[src/rtl/f_fetch_buf_if.sv]
// Fetch buffer bundle: redirect, instruction-memory request/response
// and decode-side queue head, seen from the buffer (master) or its peers.
interface f_fetch_buf_if;
    logic        redirect_valid;
    logic [31:0] redirect_pc;
    logic        imem_req_valid;
    logic [31:0] imem_req_addr;
    logic        imem_req_ready;
    logic        imem_resp_valid;
    logic [31:0] imem_resp_data;
    logic        out_valid;
    logic [31:0] out_pc;
    logic [31:0] out_instr;
    logic        out_adel;
    logic        out_ready;

    modport master (
        input  redirect_valid, redirect_pc,
        input  imem_req_ready, imem_resp_valid, imem_resp_data,
        input  out_ready,
        output imem_req_valid, imem_req_addr,
        output out_valid, out_pc, out_instr, out_adel
    );

    modport slave (
        output redirect_valid, redirect_pc,
        output imem_req_ready, imem_resp_valid, imem_resp_data,
        output out_ready,
        input  imem_req_valid, imem_req_addr,
        input  out_valid, out_pc, out_instr, out_adel
    );
endinterface

[src/rtl/f_fetch_buf.sv]
// Fetch-PC generator with in-order prefetch queue and redirect flush.
// Optional FETCH_ALIGN_CHECK_EN: misaligned redirects raise an ADEL entry.
module f_fetch_buf #(
    parameter logic [31:0] RESET_PC = 32'h0000_3000,
    parameter int          DEPTH    = 4
) (
    input  logic          clk,
    input  logic          reset,
    f_fetch_buf_if.master bus
);
    localparam int CW = $clog2(DEPTH + 1);
    localparam int AW = $clog2(DEPTH);

    typedef enum logic [1:0] {RUN, ERR, HALT} state_t;

    state_t      r_state;
    state_t      w_state_nxt;
    logic [31:0] r_fetch_pc;
    logic [31:0] r_resp_pc;
    logic [CW-1:0] r_count;
    logic [CW-1:0] r_inflight;
    logic [CW-1:0] r_drop;
    logic [AW-1:0] r_head;
    logic [AW-1:0] r_tail;
    logic [31:0] r_q_pc    [DEPTH];
    logic [31:0] r_q_instr [DEPTH];

    logic [CW-1:0] w_credit;
    logic [31:0] w_redir_pc;
    logic        w_misal;
    logic        w_req_valid;
    logic        w_out_valid;
    logic [31:0] w_out_pc;
    logic [31:0] w_out_instr;
    logic        w_out_adel;
    logic        w_pop;
    logic        w_issue;
    logic        w_resp;
    logic        w_push;

`ifdef FETCH_ALIGN_CHECK_EN
    logic [31:0] r_err_pc;
    assign w_redir_pc = bus.redirect_pc;
    assign w_misal    = |bus.redirect_pc[1:0];

    always_ff @(posedge clk) begin
        if (reset)
            r_err_pc <= RESET_PC;
        else if (bus.redirect_valid)
            r_err_pc <= bus.redirect_pc;
    end
`else
    logic w_unused;
    assign w_redir_pc = {bus.redirect_pc[31:2], 2'b00};
    assign w_misal    = 1'b0;
    assign w_unused   = &{1'b0, bus.redirect_pc[1:0]};
`endif

    // Outstanding requests hold queue slots, so pushes never overflow.
    assign w_credit = CW'(DEPTH) - r_count - r_inflight;
    assign w_issue  = w_req_valid && bus.imem_req_ready;
    assign w_resp   = bus.imem_resp_valid && (r_inflight != '0);
    assign w_push   = w_resp && (r_drop == '0);

    always_comb begin
        w_state_nxt = r_state;
        w_req_valid = 1'b0;
        w_out_valid = 1'b0;
        w_out_pc    = r_q_pc[r_head];
        w_out_instr = r_q_instr[r_head];
        w_out_adel  = 1'b0;
        w_pop       = 1'b0;
        unique case (r_state)
            RUN: begin
                w_req_valid = !reset && (w_credit != '0)
                            && !bus.redirect_valid;
                w_out_valid = (r_count != '0);
                w_pop       = w_out_valid && bus.out_ready;
            end
            ERR: begin
`ifdef FETCH_ALIGN_CHECK_EN
                w_out_valid = 1'b1;
                w_out_adel  = 1'b1;
                w_out_pc    = r_err_pc;
                w_out_instr = 32'h0;
                if (bus.out_ready)
                    w_state_nxt = HALT;
`endif
            end
            HALT: begin
            end
            default: begin
                w_state_nxt = RUN;
            end
        endcase
        if (bus.redirect_valid)
            w_state_nxt = w_misal ? ERR : RUN;
    end

    always_ff @(posedge clk) begin
        if (reset)
            r_state <= RUN;
        else
            r_state <= w_state_nxt;
    end

    always_ff @(posedge clk) begin
        if (reset) begin
            r_fetch_pc <= RESET_PC;
            r_resp_pc  <= RESET_PC;
            r_count    <= '0;
            r_inflight <= '0;
            r_drop     <= '0;
            r_head     <= '0;
            r_tail     <= '0;
        end else begin
            r_inflight <= r_inflight + CW'(w_issue) - CW'(w_resp);
            if (bus.redirect_valid) begin
                r_count    <= '0;
                r_head     <= '0;
                r_tail     <= '0;
                r_fetch_pc <= w_redir_pc;
                r_resp_pc  <= w_redir_pc;
                r_drop     <= r_inflight + CW'(w_issue) - CW'(w_resp);
            end else begin
                if (w_issue)
                    r_fetch_pc <= r_fetch_pc + 32'd4;
                if (w_resp && (r_drop != '0))
                    r_drop <= r_drop - 1'b1;
                if (w_push) begin
                    r_tail    <= r_tail + 1'b1;
                    r_resp_pc <= r_resp_pc + 32'd4;
                end
                if (w_pop)
                    r_head <= r_head + 1'b1;
                r_count <= r_count + CW'(w_push) - CW'(w_pop);
            end
        end
    end

    always_ff @(posedge clk) begin
        if (!reset && !bus.redirect_valid && w_push) begin
            r_q_pc[r_tail]    <= r_resp_pc;
            r_q_instr[r_tail] <= bus.imem_resp_data;
        end
    end

    assign bus.imem_req_valid = w_req_valid;
    assign bus.imem_req_addr  = r_fetch_pc;
    assign bus.out_valid      = w_out_valid;
    assign bus.out_pc         = w_out_pc;
    assign bus.out_instr      = w_out_instr;
    assign bus.out_adel       = w_out_adel;
endmodule

[src/flat_wrapper.sv]
// flat-port wrapper written by rule: the top's interface ports become plain ports
module f_fetch_buf_flat 
#(
    parameter logic [31:0] RESET_PC = 32'h0000_3000,
    parameter int          DEPTH    = 4
)
  (clk, reset, bus_redirect_valid, bus_redirect_pc, bus_imem_req_ready, bus_imem_resp_valid, bus_imem_resp_data, bus_out_ready, bus_imem_req_valid, bus_imem_req_addr, bus_out_valid, bus_out_pc, bus_out_instr, bus_out_adel);
  f_fetch_buf_if bus_i ();
  input  logic clk;
  input  logic reset;
  input wire logic [$bits(bus_i.redirect_valid)-1:0] bus_redirect_valid;
  input wire logic [$bits(bus_i.redirect_pc)-1:0] bus_redirect_pc;
  input wire logic [$bits(bus_i.imem_req_ready)-1:0] bus_imem_req_ready;
  input wire logic [$bits(bus_i.imem_resp_valid)-1:0] bus_imem_resp_valid;
  input wire logic [$bits(bus_i.imem_resp_data)-1:0] bus_imem_resp_data;
  input wire logic [$bits(bus_i.out_ready)-1:0] bus_out_ready;
  output wire logic [$bits(bus_i.imem_req_valid)-1:0] bus_imem_req_valid;
  output wire logic [$bits(bus_i.imem_req_addr)-1:0] bus_imem_req_addr;
  output wire logic [$bits(bus_i.out_valid)-1:0] bus_out_valid;
  output wire logic [$bits(bus_i.out_pc)-1:0] bus_out_pc;
  output wire logic [$bits(bus_i.out_instr)-1:0] bus_out_instr;
  output wire logic [$bits(bus_i.out_adel)-1:0] bus_out_adel;
  assign bus_i.redirect_valid = bus_redirect_valid;
  assign bus_i.redirect_pc = bus_redirect_pc;
  assign bus_i.imem_req_ready = bus_imem_req_ready;
  assign bus_i.imem_resp_valid = bus_imem_resp_valid;
  assign bus_i.imem_resp_data = bus_imem_resp_data;
  assign bus_i.out_ready = bus_out_ready;
  assign bus_imem_req_valid = bus_i.imem_req_valid;
  assign bus_imem_req_addr = bus_i.imem_req_addr;
  assign bus_out_valid = bus_i.out_valid;
  assign bus_out_pc = bus_i.out_pc;
  assign bus_out_instr = bus_i.out_instr;
  assign bus_out_adel = bus_i.out_adel;
  f_fetch_buf #(.RESET_PC(RESET_PC), .DEPTH(DEPTH)) u_core (.clk(clk), .reset(reset), .bus(bus_i));
endmodule
[config.mk]
export PLATFORM = sky130hd
export DESIGN_NAME = f_fetch_buf_flat
export DESIGN_NICKNAME = d
export VERILOG_FILES = /design/src/rtl/f_fetch_buf_if.sv /design/src/rtl/f_fetch_buf.sv /design/src/flat_wrapper.sv
export SDC_FILE = /design/constraint.sdc
export NUM_CORES = 1
export LEC_CHECK = 0
export CORE_ASPECT_RATIO = 0.6
export CORE_MARGIN = 2
export CORE_UTILIZATION = 30
export CTS_BUF_LIST = sky130_fd_sc_hd__clkbuf_8
export DETAILED_ROUTE_END_ITERATION = 10
export PLACE_DENSITY_LB_ADDON = 0.1
export SYNTH_ARGS = -nofsm -noshare
export SYNTH_HDL_FRONTEND = slang
export SYNTH_SLANG_ARGS = --single-unit
[constraint.sdc]
create_clock -name clk -period 4.2 [get_ports clk]
set_clock_uncertainty 0.05 [all_clocks]
set_input_delay 1.05 -clock clk [delete_from_list [all_inputs] [get_ports clk]]
set_output_delay 1.05 -clock clk [all_outputs]
set_load 0.005 [all_outputs]
==> reports/metrics.csv, run 1 <==
metric,value,unit
clk_lat worst skew,590,ps
"commonest non-fill, non-tap cell in the layout",edfxtp_1,
nets@finish,1119,
drt total wl,34510,um
Layout area overhead,25.46,%
fraction of registers with async set/reset,0,
CTS sink count,323,
Synth cell types,58,
Fin. Hold Viols,0,
#FFs+latches synth,323,
Post-Synthesis Cell Area,13230,um^2
Synth Flop Type,edfxtp_1,
total setup buffers inserted after CTS,0,
pwr dens,440.5,nW/um^2
I/O pin cnt,169,
Reg2Reg Depth,11,
number of global-route vias before repair,8009,
worst slew pin tran,953.5,ps
first-pass iteration count of the detailed router,4,
Startpoint Class,register,
PortBufs,161,
hold depth,2,
initial antenna violation count,0,
die area,45850,um^2
"Worst Path Class, Setup",register to output pin,
worst-case clock buffer depth,3,
multi-input logic area,3946,um^2
WL/cell,20.96,um
register area,8956,um^2
reg-to-reg endpoint,u_core.r_drop[2]$_SDFFE_PP0P_,
mean post-synth cell area,15.88,um^2
reg2reg setup slack,1250,ps
# Max-Cap Violations,0,
Row Count,59,
via count,7935,
Die H,166.7,um
Pins Over Slew Limit,0,
layout cells sized above 1,0.1554,
Worst Path Required,3100,ps
DR DRC count,0,
hold path startpoint,u_core.r_head[1]$_SDFFE_PP0P_,
"Arr. time, crit path",2880,ps
RSZ-0062 raised after global routing,no,
DPL Wire Length,22690,um
WHS Endpoint,u_core.r_head[1]$_SDFFE_PP0P_,
core box area,43410,um^2
CTS root buffer,clkbuf_8,
fmax,0.2514,GHz
HP Class,register to register,
first-pass GRT wire length,51960,um
period utilisation layout,0.9470,
CP max FO,13,
GR Overflow Total,0,
Num CTS Buffers,50,
sequential area share after synthesis,0.6764,
Hold WS,467.5,ps
synth warn,0,
Setup-failing EPs final,0,
CP endpoint kind,output pin,
RePlAce Congestion,0.8311,
fin crit period,3977,ps
initial DRC count,556,
Post-Route Utilization,0.3824,
post-route setup TNS,0,ps
Peak VDD IR,193.5,uV
initial core utilization,0.3048,
"commonest non-fill, non-tap cells in the layout","248 x edfxtp_1, 160 x clkdlybuf4s50_1, 73 x dfxtp_1",
die width,275.1,um
# diodes,0,
DR vias/cell,4.818,
worst relative slew slack,0.3585,
Worst R2R Start,u_core.r_inflight[1]$_SDFF_PP0_,
leakage power,5.439,nW
GRT Total Usage,0.1507,
largest net degree at the start of global routing,53,
status,completed,
clk slew on worst S/H paths,60,ps
htree depth,2,
Post-Syn Instances,833,
number of synthesized flops with an enable pin,248,
CTS tree,done,
Hold Buf Count CTS,0,
DRT antenna net count,0,
Fillers,4072,
## per-stage QoR
step           area [um^2]  worst slack, ps  total power [W]  cells
3_5_place_dp         15740            688.6         0.005004   1559
3_3_place_gp         15740            705.7         0.005003   1559
6_report             16600            222.6         0.007312   1647
2_1_floorplan        13250            432.1         0.004452    837
5_1_grt              16600            25.62         0.007696   1647
4_1_cts              16600            77.66         0.007431   1647
## critical path, stage by stage (launching register included)
cell             delay, ps
dfxtp_1                360
ha_1                   290
inv_1                   40
ha_1                   290
or2_2                  440
nor2_2                 330
nor2_1                  90
clkdlybuf4s50_1        450
## power by group
part / internal, W / total (W) / leakage, nW / switching, W
sequential: 0.00357 / 0.00371 / 2.87 / 0.000136
clock: 0.00114 / 0.00237 / 0.525 / 0.00123
combinational: 0.000562 / 0.00123 / 2.04 / 0.000671
total: 0.00527 / 0.00731 / 5.44 / 0.00204
## area by class of cell
type	instances	area share
Sequential cell	323	0.5396
Multi-Input combinational cell	427	0.2378
Timing Repair Buffer	190	0.1182
Tap cell	579	0.04365
Clock buffer	52	0.04312
Inverter	40	0.009046
Clock inverter	36	0.008669
## logic make-up after synthesis
family | share of synthesized area
AO/OA/AOI/OAI | 0.06422
XOR/XNOR | 0.03641
adder cells (fa/ha/maj) | 0.01721
buffers and inverters | 0.02818
flip-flops | 0.6764
multiplexers | 0.1078
other | 0.0002834
AND/OR/NAND/NOR | 0.06951
## synthesized netlist by cell type, drive strengths merged, types with 3 or more instances
master   count  area, um^2
ha          15       187.7
nand2       26       97.59
a21boi      25       187.7
clkbuf      28       105.1
a32oi        3       26.28
mux2i        3       30.03
mux4        62        1396
buf         19       117.6
a211oi       7       52.55
or3          3       18.77
and4         7       61.31
or2          3       18.77
nand3       14       70.07
xor2        33       289.0
nor3        10       50.05
a21oi       29       145.1
xnor2       22       192.7
o2111ai      6       52.55
and2         7       43.79
o31a        11       98.85
nor3b        5       37.54
nand2b       3       18.77
inv         40       150.1
nor2        29       108.9
o21ai        7       38.79
and3        15       93.84
nand4       30       193.9
o211ai       4       30.03
edfxtp     248        7447
nor4        10       68.81
o21a         8       60.06
dfxtp       75        1501
## worst max path at each step
stage                               startpoint                                to
2_1_floorplan               bus_redirect_valid  u_core.r_q_instr[0][0]$_DFFE_PP_
3_3_place_gp                             reset                bus_imem_req_valid
3_5_place_dp                             reset                bus_imem_req_valid
4_1_cts        u_core.r_inflight[1]$_SDFF_PP0_                bus_imem_req_valid
5_1_grt        u_core.r_inflight[1]$_SDFF_PP0_                bus_imem_req_valid
6_report       u_core.r_inflight[1]$_SDFF_PP0_                bus_imem_req_valid
## flip-flops by register name (all words and copies together), names as in the netlist, named ones only
name                      cells
u_core.bus.imem_req_addr     30
u_core.r_inflight             3
u_core.r_tail                 2
u_core.r_resp_pc             30
u_core.r_q_instr            128
u_core.r_count                3
u_core.r_drop                 3
u_core.r_head                 2
u_core.r_q_pc               120
## layer usage
layer  global-route usage  part of all wire  vias to the layer above
li1                     -                 -                     3658
met1               0.2317              0.50                     4002
met2               0.2040              0.41                      216
met3              0.04499             0.074                       59
met4              0.03901             0.020                        0
met5                    0                 0                        -
## repair_timing
item                                   4_1_cts  5_1_grt
endpoints found under the hold margin        0        0
setup endpoints to repair                    0        1
gates resized for setup                      0        1
Power figures use the tool's default switching activity.
==> run 2: changes to the inputs <==
CORE_ASPECT_RATIO = unset   (was 0.6)
==> reports/metrics.csv, run 2 (synthesis gave the netlist of run 1 again) <==
metric,value,unit,change
status,completed,,unchanged
initial core utilization,0.3058,,was 0.3048
die width,214,um,was 275.1 um
largest net degree at the start of global routing,60,,was 53
sequential share of power,0.491,,was 0.507
DRT antenna net count,0,,unchanged
clock share of power,0.353,,was 0.324
# diodes,0,,unchanged
Layout area overhead,26.18,%,was 25.46%
RSZ-0062 raised after global routing,no,,unchanged
worst-case clock buffer depth,3,,unchanged
"Arr. time, crit path",2920,ps,was 2880 ps
CP endpoint kind,output pin,,unchanged
total setup buffers inserted after CTS,0,,unchanged
worst relative slew slack,0.3061,,was 0.3585
via count,7819,,was 7935
"Design Area, Final",16690,um^2,was 16600 um^2
Setup-failing EPs final,0,,unchanged
first-pass iteration count of the detailed router,4,,unchanged
max reg flops,128,,unchanged
htree depth,2,,unchanged
# Max-Cap Violations,0,,unchanged
"Worst Path Class, Setup",register to output pin,,unchanged
I/O pin cnt,169,,unchanged
fin worst setup slack,182.5,ps,was 222.6 ps
fmax,0.2489,GHz,was 0.2514 GHz
Hold Buf Count CTS,0,,unchanged
Pint,0.005486,W,was 0.005274 W
fin cells,1664,,was 1647
clk_lat worst skew,640,ps,was 590 ps
placed inst area,15660,um^2,was 15740 um^2
PortBufs,161,,unchanged
DPL Wire Length,20960,um,was 22690 um
switch share,0.2731,,was 0.2787
HP Class,register to register,,unchanged
combinational group share of total power,0.156,,was 0.169
leakage power,5.467,nW,was 5.439 nW
nets@finish,1120,,was 1119
Pins Over Slew Limit,0,,unchanged
CP max FO,13,,unchanged
Worst Path Required,3100,ps,about the same
GRT Total Usage,0.1448,,was 0.1507
GR Overflow Total,0,,unchanged
CTS tree,done,,unchanged
layout cells sized above 1,0.1650,,was 0.1554
placed cells,1560,,was 1559
die area,45800,um^2,was 45850 um^2
period utilisation layout,0.9565,,was 0.9470
fin crit period,4018,ps,was 3977 ps
DR DRC count,0,,unchanged
Die H,214,um,was 166.7 um
post-route setup TNS,0,ps,unchanged
Fillers,4131,,was 4072
first-pass GRT wire length,50890,um,was 51960 um
drt total wl,33050,um,was 34510 um
DP Worst Slack,624.6,ps,was 688.6 ps
"commonest non-fill, non-tap cell in the layout",edfxtp_1,,unchanged
CTS sink count,323,,unchanged
RePlAce Congestion,0.7694,,was 0.8311
DR vias/cell,4.699,,was 4.818
Fin. Hold Viols,0,,unchanged
"commonest non-fill, non-tap cells in the layout","248 x edfxtp_1, 160 x clkdlybuf4s50_1, 73 x dfxtp_1",,unchanged
number of global-route vias before repair,8244,,was 8009
Num CTS Buffers,56,,was 50
initial antenna violation count,1,,was 0
initial DRC count,444,,was 556
Peak VDD IR,194.3,uV,was 193.5 uV
Startpoint Class,register,,unchanged
CTS root buffer,clkbuf_8,,unchanged
pwr dens,452.1,nW/um^2,was 440.5 nW/um^2
clk slew on worst S/H paths,60,ps,about the same
Net Switching,0.002061,W,was 0.002038 W
worst slew pin tran,1030,ps,was 953.5 ps
largest reg by FF count,u_core.r_q_instr,,unchanged
core box area,43270,um^2,was 43410 um^2
Row Count,76,,was 59
Largest regs,"u_core.r_q_instr (128), u_core.r_q_pc (120)",,unchanged
WL/cell,19.86,um,was 20.96 um
cts repair resizes,0,,unchanged
-- run 2: changes by cell type in the layout (fill, tap and decap cells not counted), sizes merged --
cell / delta
buf: -5
bufinv: +1
clkbuf: +6
clkinv: +17
inv: -8
-- run 2: power groups by stage --
stage	Sequential [W]	Combinational (W)	Clock (W)
4_1_cts	0.00370	0.00120	0.00280
5_1_grt	0.00372	0.00130	0.00293
3_3_place_gp	0.00377	0.00120	0
3_5_place_dp	0.00377	0.00119	0
2_1_floorplan	0.00373	0.000726	0
6_report	0.00370	0.00118	0.00267
-- run 2: metal layers --
metal	global-route usage	part of all wire	vias up
met3	0.04260	0.061	53
met5	0	0	-
met4	0.04126	0.018	0
li1	-	-	3659
met2	0.2180	0.44	231
met1	0.2030	0.48	3876
-- run 2: path summary, 6_finish.rpt --
check / start / to / slack, ps / depth (start not counted)
min: u_core.r_resp_pc[28]$_SDFFE_PP0P_ / u_core.r_q_pc[3][28]$_DFFE_PP_ / 470 / 0
min reg2reg: u_core.r_resp_pc[28]$_SDFFE_PP0P_ / u_core.r_q_pc[3][28]$_DFFE_PP_ / 470 / 0
max: u_core.r_inflight[1]$_SDFF_PP0_ / bus_imem_req_valid / 180 / 7
max reg2reg: u_core.r_inflight[1]$_SDFF_PP0_ / u_core.bus.imem_req_addr[28]$_SDFFE_PP0P_ / 1300 / 9
-- run 2: final cells by class --
class,instances,area (um^2),area share
Clock inverter,46,239.0,0.01432
Timing Repair Buffer,185,1874,0.1123
Clock buffer,58,798.3,0.04782
Tap cell,585,732.0,0.04385
Inverter,40,150.1,0.008994
Multi-Input combinational cell,427,3944,0.2362
Sequential cell,323,8956,0.5365
-- run 2: worst max-delay path, stage by stage, from the launching register on --
cell and delay (ps):
dfxtp_1 360, ha_1 290, inv_1 40, ha_1 290
or2_2 410, nor2_1 340, nor2_1 100, clkdlybuf4s50_1 460
-- run 2: through the flow --
stage,total power (W),utilization,hold WS (ps)
floorplan,0.004452,-,404.8
global placement,0.004965,0.3619,454.4
detailed placement,0.004956,0.3619,470.0
CTS,0.007696,0.3858,455.1
global route,0.007957,0.3858,451.3
finish,0.007547,0.3858,466.4
==> run 3: changes to the inputs <==
CORE_UTILIZATION = 55   (was 30)
==> reports/metrics.csv, run 3 (synthesis gave the netlist of run 1 again) <==
metric,value,unit,change
clk slew on worst S/H paths,60,ps,about the same
worst-case clock buffer depth,3,,unchanged
first-pass iteration count of the detailed router,4,,unchanged
Pins Over Slew Limit,0,,unchanged
leakage power,5.436,nW,was 5.467 nW
"Arr. time, crit path",2840,ps,was 2920 ps
layout cells sized above 1,0.1528,,was 0.1650
DRT antenna net count,0,,unchanged
power consumption,0.007238,W,was 0.007547 W
clk_lat worst skew,560,ps,was 640 ps
Post-Route Utilization,0.6885,,was 0.3858
Hold Buf Count CTS,0,,unchanged
Worst Setup SP,u_core.r_inflight[1]$_SDFF_PP0_,,unchanged
nets@finish,1114,,was 1120
Reg2Reg Depth,9,,unchanged
period utilisation layout,0.9385,,was 0.9565
# Max-Cap Violations,0,,unchanged
# diodes,0,,unchanged
die width,159.1,um,was 214 um
post-route setup TNS,0,ps,unchanged
drt total wl,27210,um,was 33050 um
initial antenna violation count,0,,was 1
Layout area overhead,22.51,%,was 26.18%
Worst R2R Start,u_core.r_inflight[1]$_SDFF_PP0_,,unchanged
Worst Path Required,3100,ps,about the same
fin crit period,3942,ps,was 4018 ps
RePlAce Congestion,0.8534,,was 0.7694
CP endpoint kind,output pin,,unchanged
fmax,0.2537,GHz,was 0.2489 GHz
Peak VDD IR,300.9,uV,was 194.3 uV
worst relative slew slack,0.2681,,was 0.3061
"commonest non-fill, non-tap cell in the layout",edfxtp_1,,unchanged
CP max FO,13,,unchanged
DPL Wire Length,17150,um,was 20960 um
total setup buffers inserted after CTS,0,,unchanged
CTS root buffer,clkbuf_8,,unchanged
cts repair resizes,0,,unchanged
"commonest non-fill, non-tap cells in the layout","248 x edfxtp_1, 160 x clkdlybuf4s50_1, 73 x dfxtp_1",,unchanged
die area,25310,um^2,was 45800 um^2
I/O pin cnt,169,,unchanged
DR DRC count,0,,unchanged
CTS sink count,323,,unchanged
status,completed,,unchanged
"Worst Path Class, Setup",register to output pin,,unchanged
number of global-route vias before repair,7989,,was 8244
pwr dens,446.5,nW/um^2,was 452.1 nW/um^2
CP endpoint,bus_imem_req_valid,,unchanged
CTS tree,done,,unchanged
GRT Total Usage,0.2157,,was 0.1448
reg2reg setup slack,1280,ps,was 1300 ps
GR Overflow Total,0,,unchanged
htree depth,2,,unchanged
largest net degree at the start of global routing,63,,was 60
DR vias/cell,5.686,,was 4.699
Die H,159.1,um,was 214 um
Fin. Hold Viols,0,,unchanged
reg-to-reg endpoint,u_core.bus.imem_req_addr[16]$_SDFFE_PP0P_,,was u_core.bus.imem_req_addr[28]$_SDFFE_PP0P_
WL/cell,19.63,um,was 19.86 um
initial DRC count,511,,was 444
Setup-failing EPs final,0,,unchanged
Largest regs,"u_core.r_q_instr (128), u_core.r_q_pc (120)",,unchanged
core box area,23540,um^2,was 43270 um^2
max reg flops,128,,unchanged
worst slew pin tran,1086,ps,was 1030 ps
RSZ-0062 raised after global routing,no,,unchanged
PortBufs,161,,unchanged
HP Class,register to register,,unchanged
initial core utilization,0.5620,,was 0.3058
first-pass GRT wire length,43340,um,was 50890 um
Startpoint Class,register,,unchanged
Num CTS Buffers,51,,was 56
Row Count,56,,was 76
largest reg by FF count,u_core.r_q_instr,,unchanged
via count,7881,,was 7819
[run 3: changes by cell type in the layout (fill, tap and decap cells not counted), sizes merged]
cell	change
clkinv	-15
inv	+10
clkbuf	-4
buf	-2
clkinvlp	-1
[run 3: worst min path at each step]
stage | from | end | cells past startpoint
after global placement | u_core.r_head[1]$_SDFFE_PP0P_ | register | 2
after detailed placement | u_core.bus.imem_req_addr[9]$_SDFFE_PP0P_ | u_core.bus.imem_req_addr[9]$_SDFFE_PP0P_ | 1
final | u_core.bus.imem_req_addr[9]$_SDFFE_PP0P_ | u_core.bus.imem_req_addr[9]$_SDFFE_PP0P_ | 1
after CTS | u_core.bus.imem_req_addr[9]$_SDFFE_PP0P_ | u_core.bus.imem_req_addr[9]$_SDFFE_PP0P_ | 1
after global routing | u_core.r_resp_pc[18]$_SDFFE_PP0P_ | u_core.r_q_pc[2][18]$_DFFE_PP_ | 0
after floorplan | u_core.r_resp_pc[4]$_SDFFE_PP0P_ | u_core.r_q_pc[0][4]$_DFFE_PP_ | 0
[run 3: layout make-up]
class,instances,area [um^2]
clock buffers,53,729.5
clock inverters,40,192.7
fillers,1638,7335
inverters,40,150.1
multi-input cells,427,3929
flip-flops and latches,323,8954
well taps,319,399.1
repair buffers,184,1854
[run 3: metrics by stage]
step	instance area, um^2	hold WS, ps	cells	setup WS, ps
2_1_floorplan	13250	404.8	837	432.1
3_3_place_gp	15290	458.8	1293	543.7
3_5_place_dp	15290	465.2	1293	530.5
4_1_cts	16210	484.4	1386	232.3
5_1_grt	16210	512.0	1386	128.8
6_report	16210	486.7	1386	258.2
[run 3: critical path, cell delays in order (launching register included)]
cell and delay [ps]:
dfxtp_1 360, ha_1 290, inv_1 40, ha_1 280, or2_2 410, nor2_1 340, nor2_1 90, clkdlybuf4s50_1 470
[run 3: where the power goes]
part / internal [W] / total, W / switching, W
combinational: 0.000555 / 0.00114 / 0.000585
sequential: 0.00358 / 0.00371 / 0.000129
clock: 0.00123 / 0.00239 / 0.00116
[run 3: per-layer routing]
| layer | wire length, um | share of wire | up-vias | track usage |
|---|---|---|---|---|
| met3 | 1734 | 0.064 | 39 | 0.04480 |
| met4 | 551 | 0.020 | 0 | 0.06570 |
| met2 | 12750 | 0.47 | 286 | 0.3458 |
| met5 | 0 | 0 | - | 0 |
| li1 | - | - | 3638 | - |
| met1 | 12180 | 0.45 | 3918 | 0.3017 |
